### config.mk
export PLATFORM = sky130hd
export DESIGN_NAME = csa_reduce_pipe
export DESIGN_NICKNAME = d
export VERILOG_FILES = /design/src/rtl/csa_reduce_pipe.sv
export SDC_FILE = /design/constraint.sdc
export NUM_CORES = 1
export LEC_CHECK = 0
export ABC_CLOCK_PERIOD_IN_PS = 2100
export BUFFER_PORTS_ARGS = -buffer_cell sky130_fd_sc_hd__buf_2
export CORE_AREA = 3 3 228 230
export DETAILED_ROUTE_END_ITERATION = 10
export DIE_AREA = 0 0 231 233
export REMOVE_ABC_BUFFERS = 1
export SYNTH_ARGS = -nofsm -noshare
export SYNTH_HDL_FRONTEND = slang
export SYNTH_SLANG_ARGS = --single-unit
### constraint.sdc
create_clock -name clk -period 2.1 [get_ports clk]
set_clock_uncertainty 0.1 [all_clocks]
set_input_delay 0.105 -clock clk [delete_from_list [all_inputs] [get_ports clk]]
set_output_delay 0.105 -clock clk [all_outputs]
set_load 0.02 [all_outputs]
### src/rtl/csa_reduce_pipe.sv
// Pipelined carry-save reduction tree: ROWS partial-product rows -> redundant sum/carry pair,
// with valid/ready backpressure and an optional registered carry-propagate stage.
module csa_reduce_pipe #(
  parameter int unsigned WIDTH            = 48,
  parameter int unsigned ROWS             = 9,
  parameter int unsigned LEVELS_PER_STAGE = 2,
  parameter int unsigned FINAL_ADD        = 0
) (
  input  logic                    clk,
  input  logic                    rst,
  input  logic                    in_valid,
  output logic                    in_ready,
  input  logic [ROWS*WIDTH-1:0]   rows_i,
  output logic                    out_valid,
  input  logic                    out_ready,
  output logic [WIDTH-1:0]        sum_o,
  output logic [WIDTH-1:0]        carry_o,
  output logic [WIDTH-1:0]        prod_o
);

  localparam int unsigned TW = ROWS * WIDTH;

  function automatic int unsigned rows_after(input int unsigned n);
    int unsigned r;
    r = ROWS;
    for (int i = 0; i < int'(n); i++) begin
      if (r > 2) r = r - r / 3;
    end
    return r;
  endfunction

  function automatic int unsigned count_levels();
    int unsigned r;
    int unsigned l;
    r = ROWS;
    l = 0;
    for (int i = 0; i < int'(ROWS); i++) begin
      if (r > 2) begin
        r = r - r / 3;
        l = l + 1;
      end
    end
    return l;
  endfunction

  localparam int unsigned L  = count_levels();
  localparam int unsigned S  = (L == 0) ? 1 : (L + LEVELS_PER_STAGE - 1) / LEVELS_PER_STAGE;
  localparam int unsigned NS = S + FINAL_ADD;

  // Apply n 3:2 levels to an r_in-row list; rows past the live count come back as zero.
  function automatic logic [TW-1:0] reduce(input logic [TW-1:0] x_in, input int r_in, input int n);
    logic [TW-1:0]    x;
    logic [TW-1:0]    y;
    logic [WIDTH-1:0] a;
    logic [WIDTH-1:0] b;
    logic [WIDTH-1:0] c;
    int               r;
    int               t;
    x = x_in;
    r = r_in;
    for (int lv = 0; lv < int'(ROWS); lv++) begin
      if (lv < n && r > 2) begin
        t = r / 3;
        y = '0;
        for (int i = 0; i < int'(ROWS / 3); i++) begin
          if (i < t) begin
            a = x[3*i*WIDTH +: WIDTH];
            b = x[(3*i+1)*WIDTH +: WIDTH];
            c = x[(3*i+2)*WIDTH +: WIDTH];
            y[2*i*WIDTH +: WIDTH]     = a ^ b ^ c;
            y[(2*i+1)*WIDTH +: WIDTH] = ((a & b) | (a & c) | (b & c)) << 1;
          end
        end
        for (int k = 0; k < 2; k++) begin
          if (k < r % 3) y[(2*t+k)*WIDTH +: WIDTH] = x[(3*t+k)*WIDTH +: WIDTH];
        end
        x = y;
        r = r - t;
      end
    end
    return x;
  endfunction

  logic [NS-1:0] vld;
  logic [NS-1:0] ld;
  logic [NS-1:0] vin;
  logic          acc;

  // Load enables ripple back from the consumer; a stage loads if it or any later stage has room.
  always_comb begin
    ld  = '0;
    vin = '0;
    acc = out_ready;
    for (int j = int'(NS) - 1; j >= 0; j--) begin
      acc   = acc | ~vld[j];
      ld[j] = acc;
    end
    vin[0] = in_valid;
    for (int j = 1; j < int'(NS); j++) vin[j] = vld[j-1];
  end

  assign in_ready  = ld[0] & ~rst;
  assign out_valid = vld[NS-1];

  always_ff @(posedge clk) begin
    if (rst) begin
      vld <= '0;
    end else begin
      for (int j = 0; j < int'(NS); j++) begin
        if (ld[j]) vld[j] <= vin[j];
      end
    end
  end

  for (genvar j = 0; j < S; j++) begin : g_stg
    localparam int unsigned LV_IN  = j * LEVELS_PER_STAGE;
    localparam int unsigned LV_OUT = ((j + 1) * LEVELS_PER_STAGE < L) ? (j + 1) * LEVELS_PER_STAGE : L;
    localparam int unsigned R_IN   = rows_after(LV_IN);
    localparam int unsigned R_OUT  = rows_after(LV_OUT);
    localparam int unsigned IW     = R_IN * WIDTH;
    localparam int unsigned OW     = R_OUT * WIDTH;

    logic [IW-1:0] src;
    logic [OW-1:0] data;

    if (j == 0) begin : g_src0
      assign src = rows_i;
    end else begin : g_srcn
      assign src = g_stg[j-1].data;
    end

    // Data moves only with a valid token so held results survive rejected bubbles.
    always_ff @(posedge clk) begin
      if (rst) begin
        data <= '0;
      end else if (ld[j] && vin[j]) begin
        data <= OW'(reduce(TW'(src), int'(R_IN), int'(LV_OUT - LV_IN)));
      end
    end
  end

  logic [2*WIDTH-1:0] red;
  assign red = g_stg[S-1].data;

  if (FINAL_ADD != 0) begin : g_fa
    always_ff @(posedge clk) begin
      if (rst) begin
        sum_o   <= '0;
        carry_o <= '0;
        prod_o  <= '0;
      end else if (ld[NS-1] && vin[NS-1]) begin
        sum_o   <= red[WIDTH-1:0];
        carry_o <= red[2*WIDTH-1:WIDTH];
        prod_o  <= red[WIDTH-1:0] + red[2*WIDTH-1:WIDTH];
      end
    end
  end else begin : g_nofa
    assign sum_o   = red[WIDTH-1:0];
    assign carry_o = red[2*WIDTH-1:WIDTH];
    assign prod_o  = '0;
  end

endmodule

-- Word level (Yosys, flattened, before mapping)
Index checks and enable logic that the tools add are counted.
Widths: inputs -> output; s select.
- multipliers: 10
- equality and inequality tests: 0
- reductions and logical operators: 2
- muxes and demuxes: 48
- divide/modulo/power cells: 4
- bitwise gates (word level): 76
- order comparisons: 12
- add/subtract/negate cells: 8
- shifts and indexed selects: 12
- operator list (cell ; number):
    $mux 432 ; 12
    $mux 96 ; 26
    $bwmux 432 ; 4
    $shift 48x34->432 const A ; 4
    $shiftx 432x33->48 ; 4
    $shiftx 48x34->432 ; 4
    $and 47x47->47 ; 30
    $xor 48x48->48 ; 20
    $or 47x47->47 ; 20
    $mux 192 ; 2
    $mul 32x2->28 const B ; 6
    $neg 32->34 ; 4
    $add 32x1->32 const B ; 4
    $lt 1x32->1 const A ; 4
    $lt 2x32->1 const A ; 4
    $mux 32 ; 4
    $div 32x3->32 const B ; 2
    $gt 32x3->1 const B ; 2
    $lt 3x32->1 const A ; 2
    $mod 32x3->32 const B ; 2
    $mul 2x32->32 const A ; 2
    $mul 31x2->27 const B ; 2
    $not 1->1 ; 3
    $logic_and 1x1->1 ; 2
    other kinds (2) ; 3
- output and inout port bits: 146
- logic and storage cells: 176
- memories kept: 0
- bits in read-only memories: 0
- bits of input ports: 436
- RAM bits: 0
- bits in latches: 0
- bits in registers: 290

-- Logic depth before layout (Yosys ltp)
Gate-level depths: netlist of run 1.
- word-level depth: 21
- depth in mapped cells: 7
- gate-level depth less buffers: 6

-- Least setup slack after synthesis of run 1
Ideal clock, no wire load.
- kind: register -> register
- start point: register g_stg[0].data[4]
- end point: register g_stg[1].data[4]
- arrival: 1.458 ns
- slack: 0.472 ns
- path buffers: 0
- cell stages (with the launch flop): 5
- clock period less this slack: 1.628 ns
- data required time: 1.930 ns
- library setup time: 0.070 ns
- cells stage by stage: dfxtp_1 fa_1 fa_1 nand3_1 a21oi_1
- cells in the longest elaborated chain, start to end: 18
- elaborated cells on any way between the ends: 26
- classes of those cells: shift: 4; mux: 14; bitwise: 8
- RTL lines (item ; RTL line ; source):
    start, declared ; 124 ; logic [OW-1:0] data;
    start signal, assigned ; 137 ; data <= OW'(reduce(TW'(src), int'(R_IN), int'(LV_OUT - LV_IN)));
    parallel branches: the longest is 2 deep, another holds $and 47x47->47 ; n/a ;
    $mux 432 (*) ; 136 ; end else if (ld[j] && vin[j]) begin
    $mux 432 (*) ; 134 ; if (rst) begin
    parallel branches: the longest is 13 deep, another holds $shiftx 432x33->48 ; n/a ;
    $mux 96 (*) ; 62 ; if (lv < n && r > 2) begin
    end signal, assigned ; 137 ;
    end, declared ; 124 ;
Mark *: on every way between the ends. The select of a mux whose other input is x is not followed.
A chain may end at the register's enable or synchronous reset.

-- Worst setup path after layout of run 1
- start point: input port rows_i[431]
- end point: register g_stg[0].data[143]
- cells in the longest elaborated chain, start to end: 17
- elaborated cells on any way between the ends: 21
- classes of those cells: shift: 4; mux: 14; bitwise: 3
- RTL lines (item ; RTL line ; source):
    start, declared ; 13 ; input logic [ROWS*WIDTH-1:0] rows_i,
    $xor 48x48->48 (*) ; 70 ; y[2*i*WIDTH +: WIDTH] = a ^ b ^ c;
    $mux 432 (*) ; 136 ;
    $mux 432 (*) ; 134 ;
    parallel branches: the longest is 12 deep, another holds $shiftx 432x33->48 ; n/a ;
    $mux 192 (*) ; 75 ; if (k < r % 3) y[(2*t+k)*WIDTH +: WIDTH] = x[(3*t+k)*WIDTH +: WIDTH];
    $mux 192 (*) ; 62 ;
Marked as above.

==> impl_metrics.tcl, run 1 <==
set metrics [dict create \
    status "finished, final reports clean" \
    wl_per_cell_um 17.1 \
    vias 16100 \
    drive_above_1_share_pct 24.2 \
    fp.dieH_um 233 \
    setup_viol 0 \
    cts_setup_buffers 0 \
    setup_tns_ns 0 \
    rsz0062_at_grt "false" \
    antenna_left 0 \
    die_area_um2 53800 \
    path_clk_slew_ns 0.06 \
    relSlewSlack_pct 55.6 \
    synth_top_area_share_pct 33.0 \
    firstDrtPassIters 5 \
    grt_max_degree 118 \
    drt_iter0_markers 731 \
    dp_cells 3239 \
    globalRouteOverflowTotal 0 \
    peakVddDrop_mv 0.456 \
    syn_area_um2 19600 \
    hpwl_um 42600 \
    preCtsSetupSlack_ns 0.179 \
    routed_wl_um 56400 \
    cts_num_sinks 285 \
    grt_pass1_wl_um 90000 \
    path_max_fanout 1 \
    final_nets 3377 \
    grt_pass1_vias 17000 \
    cp_top_family "buffers and inverters" \
    ios 582 \
    rows 82 \
    cts_tree "yes" \
    synthCells 2156 \
    grt_antenna_before_repair 0 \
    synth-seq-cells 285 \
    instances_no_fill 3306 \
    drc_errors 0 \
    worstPathArrival_ns 2.38 \
    leakagePower_uw 0.0118 \
    clk_latency_ns 0.52 \
    fin_hold_ws_ns 0.0666 \
    worstSetupStartpointType "input port" \
    tightestPinTransition_ns 0.667 \
    maxCapViolations 0 \
    cts-htree-levels 2 \
    required_ns 2.43 \
    path_buf_inv 4 \
    coreArea_um2 50100 \
    gp_congestion 0.998 \
    slew_violations 0 \
    clockBufferDepth 3 \
    hold_class "input port to flip-flop" \
    synth_area_per_cell_um2 9.10 \
    cpPeakStageDelay_ns 0.57 \
    synth.yosys.warnings 0 \
    fin_crit_ns 2.05 \
    numCtsBuffers 36 \
    initial_core_util_pct 39.2 \
    crit_type "input port to flip-flop" \
    crit_slowest_cell "dlygate4sd3_1" \
    ys_types 29 \
    crit_top_cell "dlygate4sd3_1" \
    antenna_cells 0 \
    avgViaCountPerCell 4.86 \
    synth_area_leaders "fa_1 33%, dfxtp_1 29%, inv_1 9.0%, a21oi_1 7.2%, nand3_1 7.1%" \
    finalCritPeriodShare_pct 97.9 \
    netlist.top_cell.by_area "fa_1" \
    port_buffers 531 \
    fill_cells 4920 \
    totalPowerFinal_uw 17400 \
    die_w_um 231 \
    grtUsageTotal_pct 21.0 \
    syn_to_final_growth_pct 22.1 \
    yosysSeqAreaShare_pct 29.1 \
    crit_path_cell_trace "dlygate4sd3_1 -> buf_2 -> xor2_1 -> dlygate4sd3_1 -> xnor2_1 -> dlygate4sd3_1 -> a311oi_1" \
    crit_path_end_kind "flip-flop" \
    cts_root_buffer "clkbuf_16" \
    max_freq_mhz 487 \
    final_hold_viol_count 0 \
    p_per_area_nw_per_um2 727 \
    finalWorstSetupSlack_ns 0.0451 \
]
-- cell usage after synthesis --
cell / count
inv_1: 472
fa_1: 324
dfxtp_1: 285
a21oi_1: 284
nand3_1: 279
o21ai_0: 209
clkbuf_1: 95
o21ai_1: 61
buf_4: 53
buf_2: 33
buf_6: 15
o21ai_2: 10
buf_1: 5
xnor2_1: 5
clkbuf_2: 4
xnor3_1: 4
a311oi_1: 3
ha_1: 3
inv_2: 2
and2b_1: 1
and3b_1: 1
buf_8: 1
conb_1: 1
nand2b_1: 1
nand3b_1: 1
nor2_1: 1
nor2b_1: 1
o41ai_1: 1
xor2_1: 1
-- cell families after synthesis --
| logic type | Yosys count | share of synthesized area (%) |
|---|---|---|
| AOI/OAI and AO/OA | 568 | 14.8 |
| xor gates and xnor gates | 10 | 0.727 |
| adders and majority gates | 327 | 33.2 |
| buffers and inverters | 680 | 14.9 |
| DFF | 285 | 29.1 |
| other | 1 | 0.0191 |
| and+or+nand+nor | 285 | 7.32 |
-- registers in the layout (all words and copies together), names as in the netlist --
| name | cells |
|---|---|
| vld | 2 |
| g_stg.data | 283 |
-- per-stage QoR --
stage,area [um2],utilization (%)
3_3_place_gp,22700,45.3
3_5_place_dp,22700,45.3
6_report,24000,47.9
2_1_floorplan,18700,-
5_1_grt,24000,47.9
4_1_cts,24000,47.9
-- final cells by class --
class	instances	area (um2)	share of cell area (%)
clock buffers	50	1040	4.36
clock inverters	8	125	0.522
inverters	474	1790	7.46
multi-input cells	1240	11200	46.7
flip-flops and latches	285	5710	23.8
well taps	672	841	3.51
repair buffers	577	3260	13.6
-- metal layers --
layer | vias up | track usage, % | routed length, um
met4 | 0 | 5.93 | 1390
met5 | - | 0 | 0
met3 | 70 | 5.00 | 4040
met2 | 507 | 36.4 | 28300
met1 | 7931 | 26.1 | 22600
li1 | 7571 | - | -
-- placed cells by master, fill, tap and decap left out, types with 7 or more instances in the layout --
master | netlist | layout
o21ai_2 | 10 | 10
conb_1 | 1 | 50
buf_12 | 0 | 14
buf_2 | 33 | 529
inv_1 | 472 | 472
fa_1 | 324 | 324
buf_4 | 53 | 22
o21ai_1 | 61 | 61
dlygate4sd3_1 | 0 | 8
clkbuf_8 | 0 | 7
o21ai_0 | 209 | 209
dfxtp_1 | 285 | 284
clkbuf_16 | 0 | 37
a21oi_1 | 284 | 284
nand3_1 | 279 | 279
-- final timing paths --
check                     from  depth (start not counted)  slack, ns                 end
max                rows_i[431]                          7       0.05  g_stg[0].data[143]
min                rows_i[287]                          4       0.07   g_stg[0].data[47]
max reg2reg  g_stg[0].data[22]                          4       0.28   g_stg[1].data[22]
min reg2reg   g_stg[0].data[1]                          2       0.37    g_stg[0].data[1]
-- worst min-delay path: cells and delay by family --
kind	cells	cell delay [ns]
xor gates and xnor gates	2	0.36
AOI/OAI and AO/OA	1	0.09
buffers and inverters	1	0.08
-- timing repair --
item / in CTS / in global routing
resized for setup: 1 / 0
setup endpoints to repair: 1 / 1
pin swaps: 0 / 1
cloned: 1 / 0
endpoints found under the hold margin: 54 / 0
hold buffers: 8 / 0
-- where the power goes --
part / switching (uW) / internal [uW] / total (uW)
clock network: 2350 / 3820 / 6170
logic: 2730 / 2130 / 4860
registers: 394 / 5990 / 6380
(Power assumes the default switching activity.)
==> run 2: changes to the inputs <==
ABC_CLOCK_PERIOD_IN_PS = 2190   (was 2100)
BUFFER_PORTS_ARGS = unset   (was -buffer_cell sky130_fd_sc_hd__buf_2)
CORE_AREA = 3 3 225 227   (was 3 3 228 230)
DIE_AREA = 0 0 228 230   (was 0 0 231 233)
DONT_BUFFER_PORTS = 1   (was unset)
clock period = 2.19 ns   (was 2.1 ns; I/O delays follow)
==> run 2 against run 1 <==
Net effect:
- the run now ends with hold timing left
- setup slack worse by 0.021 ns
- worst hold slack got worse by 0.48 ns
- final area fell by 10%
- clock power is 5.0% lower
- critical path depth decreased by 2
- count of clock-buffer cells in the layout did not move
- sequential power is essentially flat
- non-clock buffer count is 509 lower
- largest cell class unchanged
==> impl_metrics.tcl, run 2 (synthesis gave the netlist of run 1 again) <==
set metrics [dict create \
    ctsHoldBuffers 46 \
    hpwl_um 37700 \
    relSlewSlack_pct 33.1 \
    slew_violations 0 \
    rr_worst_depth 5 \
    switching_power_uw 5010 \
    grt_pass1_vias 15400 \
    hold_depth 1 \
    maxCapViolations 0 \
    grt_antenna_before_repair 1 \
    worst_hold_startpoint "rst" \
    status "finished with violations" \
    fp.dieH_um 230 \
    die_w_um 228 \
    firstDrtPassIters 5 \
    ios 582 \
    hold_class "input port to flip-flop" \
    fin_hold_ws_ns -0.409 \
    largest_register "g_stg.data" \
    path_clk_slew_ns 0.06 \
    largest_reg_flops 283 \
    initial_core_util_pct 40.2 \
    required_ns 2.51 \
    drc_errors 0 \
    swShare_pct 31.2 \
    numCtsBuffers 34 \
    top_regs "g_stg.data x283, vld x2" \
    globalRouteOverflowTotal 0 \
    final_common_cell "inv_1" \
    violations "hold timing" \
    grtUsageTotal_pct 20.4 \
    pwr-share-comb_pct 23.9 \
    grt_pass1_wl_um 85000 \
    clockBufferDepth 3 \
    finalWorstSetupSlack_ns 0.0237 \
    drt_iter0_markers 789 \
    peakVddDrop_mv 0.422 \
    p_per_area_nw_per_um2 744 \
    path_max_fanout 2 \
    die_area_um2 52400 \
    fin_crit_ns 2.17 \
    crit_path_end_kind "flip-flop" \
    setup_viol 0 \
    r2r-start "g_stg[0].data[13]" \
    mostFrequentLayoutCells "472 x inv_1, 292 x fa_1, 284 x a21oi_1, 279 x dfxtp_1, 278 x nand3_1" \
    intPower_uw 11000 \
    worstSetupStartpointType "flip-flop" \
    utilization_pct 44.2 \
    rows 81 \
    finalCritPeriodShare_pct 98.9 \
    preCtsSetupSlack_ns 0.364 \
    cts_tree "yes" \
    max_freq_mhz 462 \
    vias 14100 \
    cts_root_buffer "clkbuf_16" \
    antenna_left 0 \
    cts-htree-levels 2 \
    clk_latency_ns 0.54 \
    final_hold_viol_count 240 \
    grt_max_degree 288 \
    gp_congestion 0.889 \
    cts_num_sinks 285 \
    clockPowerShare_pct 36.5 \
    crit_type "flip-flop to flip-flop" \
    worstPathArrival_ns 2.48 \
    syn_to_final_growth_pct 9.94 \
    leakagePower_uw 0.00972 \
    final_nets 2866 \
    port_buffers 0 \
    tightestPinTransition_ns 1.00 \
    seqPwrFrac_pct 39.6 \
    drive_above_1_share_pct 6.07 \
    coreArea_um2 48800 \
    routed_wl_um 53700 \
    hold_path_end "g_stg[0].data[73]" \
    rrSetupSlack_ns 0.02 \
    avgViaCountPerCell 5.07 \
    wl_per_cell_um 19.3 \
    reg2reg_to "g_stg[1].data[62]" \
]
-- run 2: cell count changes in the layout (fill, tap and decap cells not counted), sizes merged --
cell,previous run,this run
diode,0,1
dlygate4sd3,8,45
clkinv,3,4
buf,568,22
inv,475,474
-- run 2: metal layers --
metal | global-route usage, % | vias up | wire (um)
met1 | 25.3 | 7043 | 21600
met5 | 0 | - | 0
met4 | 5.90 | 0 | 1470
met2 | 35.1 | 473 | 27200
li1 | - | 6549 | -
met3 | 5.13 | 80 | 3500
-- run 2: power groups by stage --
| stage | sequential (uW) | clock, uW | combinational, uW |
|---|---|---|---|
| CTS | 6350 | 6020 | 3880 |
| floorplan | 6340 | 0 | 2670 |
| global placement | 6440 | 0 | 3770 |
| global route | 6430 | 6200 | 4520 |
| finish | 6350 | 5860 | 3840 |
| detailed placement | 6470 | 0 | 3800 |
-- run 2: how the worst max path moves through the flow --
stage | start | endpoint | cells past startpoint | slack [ns]
2_1_floorplan | vld[0] | g_stg[0].data[143] | 3 | -4.68
3_3_place_gp | g_stg[0].data[21] | g_stg[1].data[21] | 4 | 0.36
3_5_place_dp | vld[0] | g_stg[0].data[78] | 5 | 0.36
4_1_cts | g_stg[0].data[38] | g_stg[1].data[87] | 5 | 0.01
5_1_grt | g_stg[0].data[44] | g_stg[1].data[93] | 5 | -0.001
6_report | g_stg[0].data[13] | g_stg[1].data[62] | 5 | 0.02
-- run 2: critical path: stages, from the launching register on --
cell and delay (ns):
dfxtp_1 0.32, fa_1 0.49, fa_1 0.38, nand3_1 0.10, a21oi_1 0.07, dlygate4sd3_1 0.59
-- run 2: repair_timing --
item                                   4_1_cts  5_1_grt
gates cloned                                 1        0
resized for setup                            2       41
endpoints found under the hold margin      285      240
buffers inserted                             0        3
setup endpoints to repair                    1       35
pin swaps                                    0       17
-- run 2: layout make-up --
type | count | area [um2]
well taps | 664 | 831
fillers | 4842 | 27300
repair buffers | 68 | 805
clock buffers | 50 | 1010
flip-flops and latches | 285 | 5720
multi-input cells | 1240 | 11300
clock inverters | 8 | 140
diodes | 1 | 2.50
inverters | 474 | 1790
-- run 2: per-stage QoR --
step | std cells | instance area, um2 | total power [uW] | TNS (ns)
floorplan | 1999 | 18700 | 9010 | -954.73
global placement | 2682 | 19800 | 10200 | 0
detailed placement | 2682 | 19800 | 10300 | 0
CTS | 2787 | 21500 | 16300 | 0
global route | 2790 | 21600 | 17200 | -0.00153
finish | 2790 | 21600 | 16100 | 0
